===== config.mk =====
export PLATFORM = sky130hd
export DESIGN_NAME = alpha_adapt
export DESIGN_NICKNAME = d
export VERILOG_FILES = /design/src/rtl/alpha_adapt_pkg.sv /design/src/rtl/alpha_adapt_mult_s25.sv /design/src/rtl/alpha_adapt.sv
export SDC_FILE = /design/constraint.sdc
export NUM_CORES = 2
export LEC_CHECK = 0
export CAP_MARGIN = 10
export CORE_ASPECT_RATIO = 1.1
export CORE_MARGIN = 1
export CORE_UTILIZATION = 35
export CTS_CLUSTER_SIZE = 30
export DETAILED_ROUTE_END_ITERATION = 16
export PLACE_DENSITY = 0.55
export REMOVE_ABC_BUFFERS = 1
export SLEW_MARGIN = 20
export SYNTH_ARGS = -nofsm -noshare
export SYNTH_HDL_FRONTEND = slang
export SYNTH_SLANG_ARGS = --single-unit

===== constraint.sdc =====
create_clock -name clk -period 9.9 [get_ports clk]
set_input_delay 1.485 -clock clk [delete_from_list [all_inputs] [get_ports clk]]
set_output_delay 1.485 -clock clk [all_outputs]
set_load 0.005 [all_outputs]

===== src/rtl/alpha_adapt_pkg.sv =====
// Shared Q2.23 constants, FSM encoding and saturation helper for the adaptive notch blocks.
package alpha_adapt_pkg;

  localparam int unsigned CoefSize = 25;
  localparam int unsigned Frac     = CoefSize - 2;
  localparam int unsigned WideSize = CoefSize + 2;

  localparam logic signed [CoefSize-1:0] QMax = 25'sh0FFFFFF;
  localparam logic signed [CoefSize-1:0] QMin = 25'sh1000000;

  // Same bounds sign-extended to the 27-bit accumulation width.
  localparam logic signed [WideSize-1:0] WideMax = 27'sh0FFFFFF;
  localparam logic signed [WideSize-1:0] WideMin = 27'sh7000000;

  typedef enum logic [2:0] {
    StIdle,
    StCapt,
    StM1,
    StM2,
    StM3,
    StUpd
  } state_e;

  function automatic logic signed [CoefSize-1:0] sat25(input logic signed [WideSize-1:0] v);
    logic signed [CoefSize-1:0] r;
    if (v > WideMax) begin
      r = QMax;
    end else if (v < WideMin) begin
      r = QMin;
    end else begin
      r = v[CoefSize-1:0];
    end
    return r;
  endfunction

endpackage


===== src/rtl/alpha_adapt_mult_s25.sv =====
// 25x25 signed multiplier with a single output register (one-cycle latency).
module mult_s25 (
  input  logic               clk_i,
  input  logic               rst_i,
  input  logic signed [24:0] a_i,
  input  logic signed [24:0] b_i,
  output logic signed [49:0] p_o
);

  logic signed [49:0] prod_q;
  logic signed [49:0] prod_d;

  always_comb begin
    prod_d = a_i * b_i;
  end

  always_ff @(posedge clk_i) begin
    if (rst_i) begin
      prod_q <= '0;
    end else begin
      prod_q <= prod_d;
    end
  end

  assign p_o = prod_q;

endmodule


===== src/rtl/alpha_adapt.sv =====
// Gradient update of the notch coefficient alpha; two shared multipliers driven by a 6-state FSM.
module alpha_adapt
  import alpha_adapt_pkg::*;
#(
  parameter int unsigned                 COEF_SIZE = CoefSize,
  parameter int unsigned                 DATA_SIZE = CoefSize,
  parameter int unsigned                 FRAC      = Frac,
  parameter logic signed [COEF_SIZE-1:0] R         = 25'sd0,
  parameter logic signed [COEF_SIZE-1:0] U         = 25'sd0,
  parameter logic signed [COEF_SIZE-1:0] A_INIT    = 25'sd0
) (
  input  logic                 clk,
  input  logic                 reset,
  input  logic                 filter_done,
  input  logic [DATA_SIZE-1:0] y_in,
  input  logic [DATA_SIZE-2:0] x_in,
  input  logic                 adapt_en,
  output logic [COEF_SIZE-1:0] alpha_out,
  output logic                 alpha_valid,
  output logic                 overrun
);

  localparam int unsigned Wide = COEF_SIZE + 2;
  localparam int unsigned Prod = 2 * COEF_SIZE;

  state_e state_q, state_d;

  logic signed [DATA_SIZE-1:0] y_cur_q, x_cur_q, y_prev_q, x_prev_q;
  logic signed [COEF_SIZE-1:0] alpha_q;
  logic signed [Wide-1:0]      sum_q;
  logic                        valid_q;
  logic                        overrun_q;

  logic signed [COEF_SIZE-1:0] mul_a_x, mul_a_y, mul_b_x, mul_b_y;
  logic signed [Prod-1:0]      prod_a, prod_b;

  logic signed [COEF_SIZE-1:0] z5, z4, diff;
  logic signed [COEF_SIZE:0]   diff_w;
  logic signed [Wide-1:0]      delta, sum_d;
  logic                        unused_prod;

  // Products are Q4.46; >>>FRAC brings them back to Q2.23 (z4/z5 truncated to 25 bits).
  assign z5     = prod_a[FRAC +: COEF_SIZE];
  assign z4     = prod_b[FRAC +: COEF_SIZE];
  assign diff_w = {x_prev_q[DATA_SIZE-1], x_prev_q} - {z4[COEF_SIZE-1], z4};
  assign diff   = sat25({diff_w[COEF_SIZE], diff_w});
  assign delta  = prod_a[FRAC +: Wide];
  assign sum_d  = {{2{alpha_q[COEF_SIZE-1]}}, alpha_q} + delta;

  assign unused_prod = ^{prod_a[FRAC-1:0], prod_b[FRAC-1:0], prod_b[Prod-1:FRAC+COEF_SIZE]};

  always_comb begin
    state_d = state_q;
    mul_a_x = '0;
    mul_a_y = '0;
    mul_b_x = '0;
    mul_b_y = '0;
    unique case (state_q)
      StIdle: begin
        if (filter_done) begin
          state_d = StCapt;
        end
      end
      StCapt: state_d = StM1;
      StM1: begin
        mul_a_x = U;
        mul_a_y = y_cur_q;
        mul_b_x = R;
        mul_b_y = y_prev_q;
        state_d = StM2;
      end
      StM2: begin
        mul_a_x = z5;
        mul_a_y = diff;
        state_d = StM3;
      end
      StM3:    state_d = StUpd;
      StUpd:   state_d = StIdle;
      default: state_d = StIdle;
    endcase
  end

  always_ff @(posedge clk) begin
    if (reset) begin
      state_q   <= StIdle;
      overrun_q <= 1'b0;
      valid_q   <= 1'b0;
    end else begin
      state_q <= state_d;
      valid_q <= (state_q == StUpd);
      if (filter_done && (state_q != StIdle)) begin
        overrun_q <= 1'b1;
      end
    end
  end

  always_ff @(posedge clk) begin
    if (reset) begin
      y_cur_q  <= '0;
      x_cur_q  <= '0;
      y_prev_q <= '0;
      x_prev_q <= '0;
      sum_q    <= '0;
      alpha_q  <= A_INIT;
    end else begin
      if (state_q == StCapt) begin
        y_cur_q <= y_in;
        x_cur_q <= {x_in[DATA_SIZE-2], x_in};
      end
      if (state_q == StM3) begin
        sum_q <= sum_d;
      end
      // History shifts only after the update has consumed the old values.
      if (state_q == StUpd) begin
        if (adapt_en) begin
          alpha_q <= sat25(sum_q);
        end
        y_prev_q <= y_cur_q;
        x_prev_q <= x_cur_q;
      end
    end
  end

  mult_s25 u_mult_a (
    .clk_i (clk),
    .rst_i (reset),
    .a_i   (mul_a_x),
    .b_i   (mul_a_y),
    .p_o   (prod_a)
  );

  mult_s25 u_mult_b (
    .clk_i (clk),
    .rst_i (reset),
    .a_i   (mul_b_x),
    .b_i   (mul_b_y),
    .p_o   (prod_b)
  );

  assign alpha_out   = alpha_q;
  assign alpha_valid = valid_q;
  assign overrun     = overrun_q;

endmodule

==> results by group <==
Drt
  • DR WL/cell: 20.94 um
  • DRC errors left: 0
  • DRT Wirelength: 94200 um
  • Initial DRC Count: 1650
  • Antenna viol nets, final: 0
  • Via Count: 23.05k
  • Drt first pass iters: 7
  • Vias/cell: 5.124

Setup path
  • R2r setup slk: 0.79 ns
  • Startpoint Class: flip-flop
  • Critical Path End: u_mult_a.p_o[49]$_SDFF_PP0_
  • CP startpoint: state_q[0]$_SDFFE_PP0P_
  • Crit Reg-Reg Startpoint: state_q[0]$_SDFFE_PP0P_
  • Worst EP arrival: 9.49 ns
  • CP Max Fanout: 50
  • Setup Crit Path Kind: flip-flop to flip-flop
  • Reg2Reg Depth: 23
  • R2r endpoint: u_mult_a.p_o[49]$_SDFF_PP0_
  • Crit. End Element: flip-flop
  • WP data required: 10.28 ns

Floorplanning
  • Initial Util: 35.54%
  • Core Region: 82170 um2
  • Die ar.: 84590 um2
  • Die X: 277.4 um
  • DIE HEIGHT: 304.9 um
  • Ports: 80
  • Num rows: 110

Power and ir drop
  • Cell area power density: 46.55 nW/um2
  • Pleak: 0.01506 uW
  • Max VDD drop: 109.7 uV
  • Total power: 1487 uW

Flow run
  • Max cap viols: 0

Yosys
  • Main synth FF type: dfxtp_1
  • Ys Warns: 0
  • Yosys top cell area share: 45.18%
  • Cell taking the most area after synthesis: fa_1
  • Synth cell count leaders: 701 x inv_1, 659 x fa_1, 557 x nand2_1
  • Synth Cell Area: 29200 um2
  • Flops & latches, synth: 157
  • EDFF count, synth: 0
  • Post-synthesis sequential area ratio: 10.76%
  • Mean Syn Cell Area: 8.568 um2
  • Synth area leaders: fa_1 45%, dfxtp_1 11%, inv_1 9.0%
  • Fraction of registers with async set/reset: 0%
  • Synthesized instance count: 3408
  • Count leader, synth: inv_1
  • Yosys cell types: 75

Final layout
  • Final #Nets: 4297
  • Final Util: 38.88%
  • N_diodes: 0
  • Fill count: 8454
  • Cell area after layout: 31950 um2
  • Layout area overhead: 9.401%
  • Share of cells above drive strength 1: 4.279%

Global routing
  • Initial antenna violation count: 1
  • Total GRT Usage: 22.98%
  • Total grt overflow: 0
  • First-pass GRT wire length: 146400 um
  • Vias in the first global route: 24.25k
  • Largest net degree at the start of global routing: 103

STA
  • RSZ-0062 raised after global routing: no
  • Worst slew pin tran: 1.146 ns
  • Slew HR: 23.40%
  • Final hold vios: 0
  • Final setup TNS: 0 ns
  • Final setup fails: 0
  • Fmax: 109.7 MHz
  • Clock Skews: 0.01828 ns
  • Final worst-path cycle share: 92.05%
  • Minimum clock period: 9.113 ns
  • Slew Limit Fails: 0

Run status
  • Status: finished clean

Placed design
  • Placed Area: 31350 um2
  • GPL Wtd Cong: 0.9653
  • Post-DP HPWL: 76310 um
  • Port Buffers: 79

Clock network
  • CTS Hold Buffers Added: 0
  • Root buf cell: clkbuf_16
  • Clock Path Buffers: 2
  • Postcts setup bufs: 0
  • CTS resizes: 0
  • Worst-path clk slew: 0.07 ns
  • Worst-Skew Late Latency: 0.44 ns
  • Clk sink count: 157
  • Num CTS Buffers: 17
  • H-tree levels: 4
  • CTS tree: done

Worst hold path
  • Min-Delay Path Class: flip-flop to flip-flop
[registers in the layout, summed over array words and instances, names as in the netlist]
signal,cells
alpha_out,25
alpha_valid,1
overrun,1
state_q,3
sum_q,27
u_mult_a.p_o,27
x_cur_q,24
x_prev_q,24
y_cur_q,25
[area by class of cell]
type / count / area, um2 / area share [%]
Clock buffer: 17 / 425.4 / 1.332
Clock inverter: 15 / 153.9 / 0.4818
Inverter: 702 / 2635 / 8.248
Multi-Input combinational cell: 2380 / 22830 / 71.46
Sequential cell: 157 / 3143 / 9.839
Tap cell: 1064 / 1331 / 4.167
Timing Repair Buffer: 164 / 1430 / 4.477
[power by group]
part / switching (uW) / total, uW / internal (uW)
registers: 20.4 / 670 / 650
logic: 106 / 163 / 56.7
clock network: 299 / 654 / 355
[worst min path at each step]
stage / cells after the start / slack (ns) / endpoint / startpoint
CTS: 2 / 0.45 / sum_q[2]$_SDFFE_PP0P_ / sum_q[2]$_SDFFE_PP0P_
floorplan: 2 / 0.42 / sum_q[10]$_SDFFE_PP0P_ / sum_q[10]$_SDFFE_PP0P_
detailed placement: 2 / 0.44 / sum_q[2]$_SDFFE_PP0P_ / sum_q[2]$_SDFFE_PP0P_
finish: 2 / 0.45 / sum_q[2]$_SDFFE_PP0P_ / sum_q[2]$_SDFFE_PP0P_
global route: 2 / 0.47 / sum_q[9]$_SDFFE_PP0P_ / sum_q[9]$_SDFFE_PP0P_
global placement: 2 / 0.44 / sum_q[4]$_SDFFE_PP0P_ / sum_q[4]$_SDFFE_PP0P_
[critical path, cell delays in order, from the launching register on]
cell and delay [ns]:
dfxtp_1 0.63, and3b_2 0.91, nand2_1 0.94, nor2_1 0.40, fa_1 0.49, fa_1 0.51, inv_1 0.05, fa_1 0.45
fa_1 0.52, inv_1 0.06, fa_1 0.48, fa_1 0.49, inv_1 0.06, fa_1 0.50, inv_1 0.05, ha_1 0.33
a21oi_1 0.19, o21ai_0 0.11, nor3_1 0.29, nand4_1 0.43, and4_1 0.40, o2111a_1 0.30, or3_1 0.37, nand3_1 0.08
[metrics by stage]
stage | hold WS [ns] | setup WS [ns] | cells
2_1_floorplan | 0.4227 | 0.2828 | 3239
3_3_place_gp | 0.4364 | 0.9320 | 4466
3_5_place_dp | 0.4403 | 0.8719 | 4466
4_1_cts | 0.4496 | 0.8716 | 4498
5_1_grt | 0.4668 | 0.3799 | 4499
6_report | 0.4487 | 0.7866 | 4499
[kinds of logic (layout without fill, tap and decap cells)]
kind of cell	after synthesis	count (layout)	share of synthesized area, %
AOI/OAI and AO/OA	386	386	8.257
buffers and inverters	871	898	11.22
muxes	10	10	0.3770
adders and majority gates	822	822	52.16
and+or+nand+nor	1128	1128	16.20
xor gates and xnor gates	34	34	1.020
DFF	157	157	10.76
[layer usage]
layer	GRT usage [%]	share of wire [%]	wire (um)	up-vias
met5	0	0	0	-
met4	9.587	4.7	4409	0
met3	3.319	6.1	5763	181
met2	39.46	50	46980	722
met1	28.82	39	37060	11850
li1	-	-	-	10300
[placed cells by master (no fill, tap or decap), types with 6 or more instances in the layout]
| cell type | synthesis | layout |
|---|---|---|
| nor3_1 | 37 | 37 |
| buf_4 | 0 | 84 |
| clkdlybuf4s50_1 | 0 | 78 |
| xnor2_1 | 24 | 24 |
| o211ai_1 | 7 | 7 |
| o21bai_1 | 8 | 8 |
| ha_1 | 163 | 163 |
| nor2b_1 | 8 | 8 |
| a21o_1 | 26 | 26 |
| inv_1 | 701 | 701 |
| nand2_1 | 557 | 557 |
| and3_1 | 9 | 9 |
| nor3b_1 | 9 | 7 |
| o21ai_1 | 6 | 6 |
| clkbuf_16 | 0 | 17 |
| o21a_1 | 11 | 11 |
| nor2_1 | 384 | 383 |
| a211oi_1 | 9 | 9 |
| a22oi_1 | 23 | 20 |
| nand3_1 | 32 | 32 |
| nand2b_1 | 11 | 11 |
| and2_1 | 25 | 25 |
| nand3b_1 | 6 | 6 |
| a21oi_1 | 174 | 173 |
| a22o_1 | 22 | 22 |
| a31oi_1 | 8 | 8 |
| xor2_1 | 10 | 10 |
| o21ai_0 | 53 | 53 |
| fa_1 | 659 | 659 |
| dfxtp_1 | 157 | 157 |
| inv_6 | 0 | 6 |
| nand4_1 | 16 | 16 |
(Power assumes the default switching activity.)
